<file path="config.mk">
export PLATFORM = sky130hd
export DESIGN_NAME = xgmii_lpbk_mux
export DESIGN_NICKNAME = d
export VERILOG_FILES = /design/src/rtl/xgmii_lpbk_pkg.sv /design/src/rtl/xgmii_frm_trk.sv /design/src/rtl/xgmii_lpbk_mux.sv
export SDC_FILE = /design/constraint.sdc
export NUM_CORES = 1
export LEC_CHECK = 0
export ABC_CLOCK_PERIOD_IN_PS = 6700
export CORE_MARGIN = 2
export CORE_UTILIZATION = 35
export DETAILED_ROUTE_END_ITERATION = 8
export GPL_TIMING_DRIVEN = 0
export PLACE_DENSITY = 0.7
export SYNTH_ARGS = -nofsm -noshare
export SYNTH_HDL_FRONTEND = slang
export SYNTH_SLANG_ARGS = --single-unit
</file>
<file path="constraint.sdc">
create_clock -name I_156m25_clk -period 6.7 [get_ports I_156m25_clk]
set_input_delay 1.34 -clock I_156m25_clk [delete_from_list [all_inputs] [get_ports I_156m25_clk]]
set_output_delay 1.34 -clock I_156m25_clk [all_outputs]
set_load 0.03 [all_outputs]
</file>
<file path="src/rtl/xgmii_lpbk_pkg.sv">
// Shared XGMII constants, frame-state encoding and control-character helpers
// for the loopback/bypass multiplexer.
package xgmii_lpbk_pkg;

  localparam logic [63:0] XGMII_IDLE_D = 64'h0707_0707_0707_0707;
  localparam logic [7:0]  XGMII_IDLE_C = 8'hFF;
  localparam logic [7:0]  XGMII_START  = 8'hFB;
  localparam logic [7:0]  XGMII_TERM   = 8'hFD;
  localparam logic [7:0]  XGMII_ERR    = 8'hFE;

  typedef enum logic {
    IDLE,
    IN_FRAME
  } frm_st_e;

  typedef struct packed {
    logic [63:0] d;
    logic [7:0]  c;
  } xgmii_word_t;

  // Start is only recognised in lane 0.
  function automatic logic is_start(input logic [63:0] d, input logic [7:0] c);
    return c[0] && (d[7:0] == XGMII_START);
  endfunction

  // Terminate may sit in any lane.
  function automatic logic has_term(input logic [63:0] d, input logic [7:0] c);
    logic t;
    t = 1'b0;
    for (int i = 0; i < 8; i++) begin
      if (c[i] && (d[8*i +: 8] == XGMII_TERM)) t = 1'b1;
    end
    return t;
  endfunction

endpackage

</file>
<file path="src/rtl/xgmii_frm_trk.sv">
// Frame-state tracker for one port on one stream.
//   state    | meaning
//   IDLE     | between frames; a mode change is allowed for this port
//   IN_FRAME | start seen, waiting for terminate
module xgmii_frm_trk
  import xgmii_lpbk_pkg::*;
(
  input  logic        clk_i,
  input  logic        rst_n_i,
  input  logic        vld_i,
  input  logic [63:0] d_i,
  input  logic [7:0]  c_i,
  output logic        idle_o,
  output logic        start_o
);

  frm_st_e st_q;
  logic    start_w;
  logic    term_w;

  assign start_w = is_start(d_i, c_i);
  assign term_w  = has_term(d_i, c_i);
  assign idle_o  = (st_q == IDLE);
  assign start_o = vld_i && start_w;

  // Follow frame boundaries of words tagged with this port; start+term in one word stays IDLE.
  always_ff @(posedge clk_i or negedge rst_n_i) begin
    if (!rst_n_i) begin
      st_q <= IDLE;
    end else if (vld_i) begin
      case (st_q)
        IDLE:     if (start_w && !term_w) st_q <= IN_FRAME;
        IN_FRAME: if (term_w) st_q <= IDLE;
        default:  st_q <= IDLE;
      endcase
    end
  end

endmodule

</file>
<file path="src/rtl/xgmii_lpbk_mux.sv">
// Time-multiplexed XGMII loopback/bypass mux. Per port, rx carries either the
// looped tx stream or the external stream; modes switch only between frames.
// Optional build macro XGMII_LPBK_ERR_INJ_EN adds per-port error injection.
module xgmii_lpbk_mux
  import xgmii_lpbk_pkg::*;
#(
  parameter int PORTS  = 4,
  parameter int PORT_W = (PORTS > 1) ? $clog2(PORTS) : 1,
  parameter int DELAY  = 2,
  parameter int CNT_W  = 32
) (
  input  logic                   I_156m25_clk,
  input  logic                   I_rst_n,
  input  logic [63:0]            I_xgmii_txd,
  input  logic [7:0]             I_xgmii_txc,
  input  logic [PORT_W-1:0]      I_xgmii_txport_num,
  input  logic [63:0]            I_ext_rxd,
  input  logic [7:0]             I_ext_rxc,
  input  logic [PORT_W-1:0]      I_ext_rxport_num,
  input  logic [PORTS-1:0]       I_lpbk_req,
`ifdef XGMII_LPBK_ERR_INJ_EN
  input  logic [PORTS-1:0]       I_err_inj,
`endif
  input  logic                   I_cnt_clr,
  output logic [63:0]            O_xgmii_rxd,
  output logic [7:0]             O_xgmii_rxc,
  output logic [PORT_W-1:0]      O_xgmii_rxport_num,
  output logic [PORTS-1:0]       O_lpbk_active,
  output logic [PORTS*CNT_W-1:0] O_lpbk_frm_cnt
);

  localparam int TAGS = 2 ** PORT_W;

  logic [PORTS-1:0] tx_hit;
  logic [PORTS-1:0] tx_idle;
  logic [PORTS-1:0] tx_start;
  logic [PORTS-1:0] ex_idle;
  logic [PORTS-1:0] ex_start;

  logic [PORTS-1:0] active_q;
  logic [PORTS-1:0] active_d;
  logic [PORTS-1:0] mode_upd;

  // Tags beyond PORTS index zero-padding and therefore always select external.
  logic [TAGS-1:0]  active_tag;
  logic             sel_tx;
  logic             tx_term_w;
  logic [PORTS-1:0] cnt_inc;

  xgmii_word_t       s0_w;
  logic [PORT_W-1:0] s0_port;
  xgmii_word_t       pipe_q [DELAY];
  logic [PORT_W-1:0] port_q [DELAY];
  logic [CNT_W-1:0]  cnt_q  [PORTS];

  for (genvar p = 0; p < PORTS; p++) begin : g_port
    logic ex_hit;
    assign tx_hit[p] = (I_xgmii_txport_num == PORT_W'(p));
    assign ex_hit    = (I_ext_rxport_num == PORT_W'(p));

    xgmii_frm_trk u_tx_trk (
      .clk_i   (I_156m25_clk),
      .rst_n_i (I_rst_n),
      .vld_i   (tx_hit[p]),
      .d_i     (I_xgmii_txd),
      .c_i     (I_xgmii_txc),
      .idle_o  (tx_idle[p]),
      .start_o (tx_start[p])
    );

    xgmii_frm_trk u_ex_trk (
      .clk_i   (I_156m25_clk),
      .rst_n_i (I_rst_n),
      .vld_i   (ex_hit),
      .d_i     (I_ext_rxd),
      .c_i     (I_ext_rxc),
      .idle_o  (ex_idle[p]),
      .start_o (ex_start[p])
    );

    assign O_lpbk_frm_cnt[p*CNT_W +: CNT_W] = cnt_q[p];
  end

  // A request is only accepted while both streams are between frames and no frame is starting.
  assign mode_upd   = tx_idle & ex_idle & ~tx_start & ~ex_start;
  assign active_d   = (mode_upd & I_lpbk_req) | (~mode_upd & active_q);
  assign active_tag = TAGS'(active_q);
  assign sel_tx     = active_tag[I_xgmii_txport_num];
  assign tx_term_w  = has_term(I_xgmii_txd, I_xgmii_txc);
  assign cnt_inc    = tx_hit & {PORTS{sel_tx && tx_term_w}};

`ifdef XGMII_LPBK_ERR_INJ_EN
  logic [PORTS-1:0] inj_arm_q;
  logic [PORTS-1:0] inj_pend_q;
  logic             inj_fire;

  assign inj_fire = sel_tx && |(tx_hit & inj_pend_q);

  // Arm on request, go pending at the next looped start, fire on that port's following tx word.
  always_ff @(posedge I_156m25_clk or negedge I_rst_n) begin
    if (!I_rst_n) begin
      inj_arm_q  <= '0;
      inj_pend_q <= '0;
    end else begin
      for (int p = 0; p < PORTS; p++) begin
        if (sel_tx && tx_hit[p]) begin
          if (inj_pend_q[p]) begin
            inj_pend_q[p] <= 1'b0;
          end else if (inj_arm_q[p] && tx_start[p]) begin
            inj_pend_q[p] <= 1'b1;
            inj_arm_q[p]  <= 1'b0;
          end
        end
        if (I_err_inj[p]) inj_arm_q[p] <= 1'b1;
      end
    end
  end
`endif

  // Stage 0: pick the source word with the mode registered before this cycle.
  always_comb begin
    s0_w.d  = sel_tx ? I_xgmii_txd : I_ext_rxd;
    s0_w.c  = sel_tx ? I_xgmii_txc : I_ext_rxc;
    s0_port = sel_tx ? I_xgmii_txport_num : I_ext_rxport_num;
`ifdef XGMII_LPBK_ERR_INJ_EN
    if (inj_fire) begin
      s0_w.d[15:8] = XGMII_ERR;
      s0_w.c[1]    = 1'b1;
    end
`endif
  end

  // Per-port mode register.
  always_ff @(posedge I_156m25_clk or negedge I_rst_n) begin
    if (!I_rst_n) active_q <= '0;
    else          active_q <= active_d;
  end

  // Fixed-latency shift pipeline; reset flushes every stage to idle.
  always_ff @(posedge I_156m25_clk or negedge I_rst_n) begin
    if (!I_rst_n) begin
      for (int i = 0; i < DELAY; i++) begin
        pipe_q[i] <= {XGMII_IDLE_D, XGMII_IDLE_C};
        port_q[i] <= '0;
      end
    end else begin
      pipe_q[0] <= s0_w;
      port_q[0] <= s0_port;
      for (int i = 1; i < DELAY; i++) begin
        pipe_q[i] <= pipe_q[i-1];
        port_q[i] <= port_q[i-1];
      end
    end
  end

  // Saturating looped-frame counters; clear wins over increment.
  always_ff @(posedge I_156m25_clk or negedge I_rst_n) begin
    if (!I_rst_n) begin
      for (int p = 0; p < PORTS; p++) cnt_q[p] <= '0;
    end else if (I_cnt_clr) begin
      for (int p = 0; p < PORTS; p++) cnt_q[p] <= '0;
    end else begin
      for (int p = 0; p < PORTS; p++) begin
        if (cnt_inc[p] && (cnt_q[p] != '1)) cnt_q[p] <= cnt_q[p] + CNT_W'(1);
      end
    end
  end

  assign O_xgmii_rxd        = pipe_q[DELAY-1].d;
  assign O_xgmii_rxc        = pipe_q[DELAY-1].c;
  assign O_xgmii_rxport_num = port_q[DELAY-1];
  assign O_lpbk_active      = active_q;

endmodule

</file>
==> qor.yml <==
clocking:
  cts_resized: 0
  clk_path_buf_depth: 3
  insertion_delay_ps: 510
  cts_setup_buffers: 0
  cts_made_buffers: 34
  clock_sinks: 288
  root_buffer: "clkbuf_16"
  clk_pin_slew_worst_paths_ps: 60
  cts_tree: "yes"
  cts_hold_buf: 0
  ctsHtreeMaxLevel: 2
job:
  max_cap_viol_count: 0
yosys:
  synth_edf_count: 0
  yosys-top-cells-area: "dfrtp_1, dfstp_2, mux2_2"
  ys_seq_elements: 288
  netlist.area_leader.share_pct: 43.0
  yosysTopAreaCell: "dfrtp_1"
  synthFlopType: "dfrtp_1"
  synthArstFlopShare_pct: 100
  synth.cell_area_mm2: 0.0130
  syn_nets: 1321
  yosysSeqAreaShare_pct: 55.9
  avgSynthCellArea_um2: 11.2
  synth_warnings: 0
  yosysUniqueCellTypes: 58
  synthCells: 1162
route:
  routed_wl_um: 39400
  ant_nets: 0
  wl_per_cell_um: 19.2
  num_vias: 10234
  viasPerCell: 4.99
  drt-pass1-iter-count: 4
  met2_wirelength_um: 18700
  met3_length_um: 3320
  highest_layer: "met5"
  wirelength_met1_um: 16200
  drc_errors: 0
  drt_iter0_drc: 377
power_and_ir_drop:
  ir_drop_v: 0.000138
  p_leak_nw: 7.59
  power_density_mw_per_mm2: 233
global_routing:
  track_usage_pct: 20.0
  grt_overflow: 0
  grt_max_degree: 100
  antenna_found_initial: 6
  grt_pass1_wl_um: 60100
  grt_pass1_vias: 10399
sta:
  worst_hold_slack_ps: 333
  fmax_ghz: 0.259
  final_hold_viol_count: 0
  finClkSkew_ps: 12.5
  worst_slew_pin_slew_ps: 1230
  rsz0062_at_grt: "no"
  drv_slew: 0
  fin_crit_sh_pct: 57.6
  slew_headroom_pct: 17.2
  final.setup.worst_slack_ps: 2840
  setup_violations: 0
  layout_min_cycle_time_ps: 3860
floorplan:
  coreArea_mm2: 0.0366
  pin_count: 361
  die_x_um: 197
  rows: 70
  die_area_mm2: 0.0388
  initial_core_util_pct: 35.6
  die_h_um: 197
placed_design:
  hpwlAfterDp_um: 29300
  gp_congestion: 0.846
  placed_area_mm2: 0.0173
  dp_slack_ps: 2250
  numPortBuffers: 358
critical_path:
  timing_worst_setup_path_type: "input pin to flop"
  cp-start-kind: "input pin"
  startpoint: "I_xgmii_txd[50]"
  r2r_cells: 4
  crit_path_end_kind: "flop"
  crit_fanout: 8
  ff2ff_setup_slack_ps: 3900
  crit_required_ps: 7090
  critPathArrivalTime_ps: 4250
worst_hold_path:
  min_path_type: "flop to flop"
  hold_depth: 0
  hp-start: "port_q[3]$_DFF_PN0_"
layout:
  fillers: 3269
  final_common_cell: "clkdlybuf4s50_1"
  drive_above_1_share_pct: 19.1
  area_growth_pct: 41.3
  final_cell_mix: "clkdlybuf4s50_1, dfrtp_1, nor2_1, nand3_1, xor2_1"
  stdcell_area_mm2: 0.0184
  final_core_util_pct: 50.3
  layout.nets: 1719
status:
  status: "completed"
-- worst max-delay path, cell delays in order --
cell and delay, ps:
clkdlybuf4s50_1 450, nand4_1 150, nor4_1 100, nor4_4 1050, nand2_1 430, nand3_2 290, nor3_1 100, mux2_1 310
-- state kept, by name, indices dropped and copies added, names as in the netlist, named ones only --
signal and flops:
O_lpbk_frm_cnt 128, pipe_q 72, O_xgmii_rxd 64, O_xgmii_rxc 8, g_port.u_ex_trk.st_q 4, g_port.u_tx_trk.st_q 4
O_xgmii_rxport_num 2, port_q 2
-- layer usage --
metal	vias up	GRT usage (%)
li1	4772	-
met1	5020	25.0
met2	361	33.6
met3	71	6.06
met4	10	5.79
met5	-	0
-- per-stage QoR --
step	setup TNS, ps	std cells	total power, mW
5_1_grt	0	2052	4.47
6_report	0	2052	4.30
4_1_cts	0	2050	4.36
3_3_place_gp	-2071980	1988	2.47
3_5_place_dp	0	1991	2.47
2_1_floorplan	0	1162	2.18
-- report_power, final --
| group | switching [mW] | leakage (nW) | total [mW] | internal (mW) |
|---|---|---|---|---|
| clock network | 0.710 | 0.554 | 1.86 | 1.15 |
| registers | 0.0285 | 3.60 | 1.89 | 1.86 |
| logic | 0.273 | 3.44 | 0.547 | 0.274 |
-- synthesized netlist by cell type, types with 4 or more instances --
| cell | n |
|---|---|
| nand2_1 | 60 |
| o21ai_1 | 10 |
| a31oi_1 | 4 |
| ha_1 | 4 |
| xor2_1 | 78 |
| nor4_4 | 4 |
| clkbuf_1 | 28 |
| buf_4 | 74 |
| dfstp_2 | 64 |
| and4_1 | 12 |
| or3_1 | 14 |
| and2_1 | 8 |
| a21oi_1 | 29 |
| and3_1 | 31 |
| mux2_1 | 8 |
| buf_2 | 7 |
| nand4_1 | 63 |
| nor2_1 | 135 |
| dfrtp_1 | 224 |
| nand3b_1 | 7 |
| or4_1 | 4 |
| nand3_1 | 79 |
| inv_1 | 25 |
| nor2b_1 | 10 |
| o31ai_1 | 5 |
| nand4b_1 | 4 |
| nor4_1 | 13 |
| mux2_2 | 77 |
| nor3_1 | 18 |
| nor3b_1 | 8 |
| xnor2_1 | 18 |
-- layout make-up --
| type | instances | area, µm² | area share, % |
|---|---|---|---|
| multi-input cells | 736 | 4940 | 26.8 |
| inverters | 27 | 101 | 0.550 |
| plain buffers | 111 | 718 | 3.90 |
| diodes | 1 | 2.50 | 0.0136 |
| flip-flops and latches | 288 | 7290 | 39.6 |
| well taps | 468 | 586 | 3.18 |
| clock buffers | 50 | 1000 | 5.44 |
| repair buffers | 362 | 3660 | 19.8 |
| clock inverters | 9 | 130 | 0.706 |
-- kinds of logic after synthesis --
| logic type | share of synthesized area [%] |
|---|---|
| multiplexers | 7.75 |
| XOR/XNOR | 6.45 |
| AND/OR/NAND/NOR | 20.3 |
| adder cells (fa/ha/maj) | 0.384 |
| buffers and inverters | 6.29 |
| AO/OA/AOI/OAI | 2.95 |
| flip-flops | 55.9 |
-- path summary, 6_finish.rpt --
path	endpoint
setup reg to reg	pipe_q[141]$_DFF_PN0_
max in group asynchronous	O_xgmii_rxd[0]$_DFF_PN1_
setup / recovery	O_lpbk_frm_cnt[127]$_DFFE_PN0P_
hold reg to reg	O_xgmii_rxport_num[1]$_DFF_PN0_
hold / removal	O_xgmii_rxport_num[1]$_DFF_PN0_
min in group asynchronous	O_xgmii_rxd[44]$_DFF_PN0_
No activity file was read; power rests on OpenSTA's default activity.
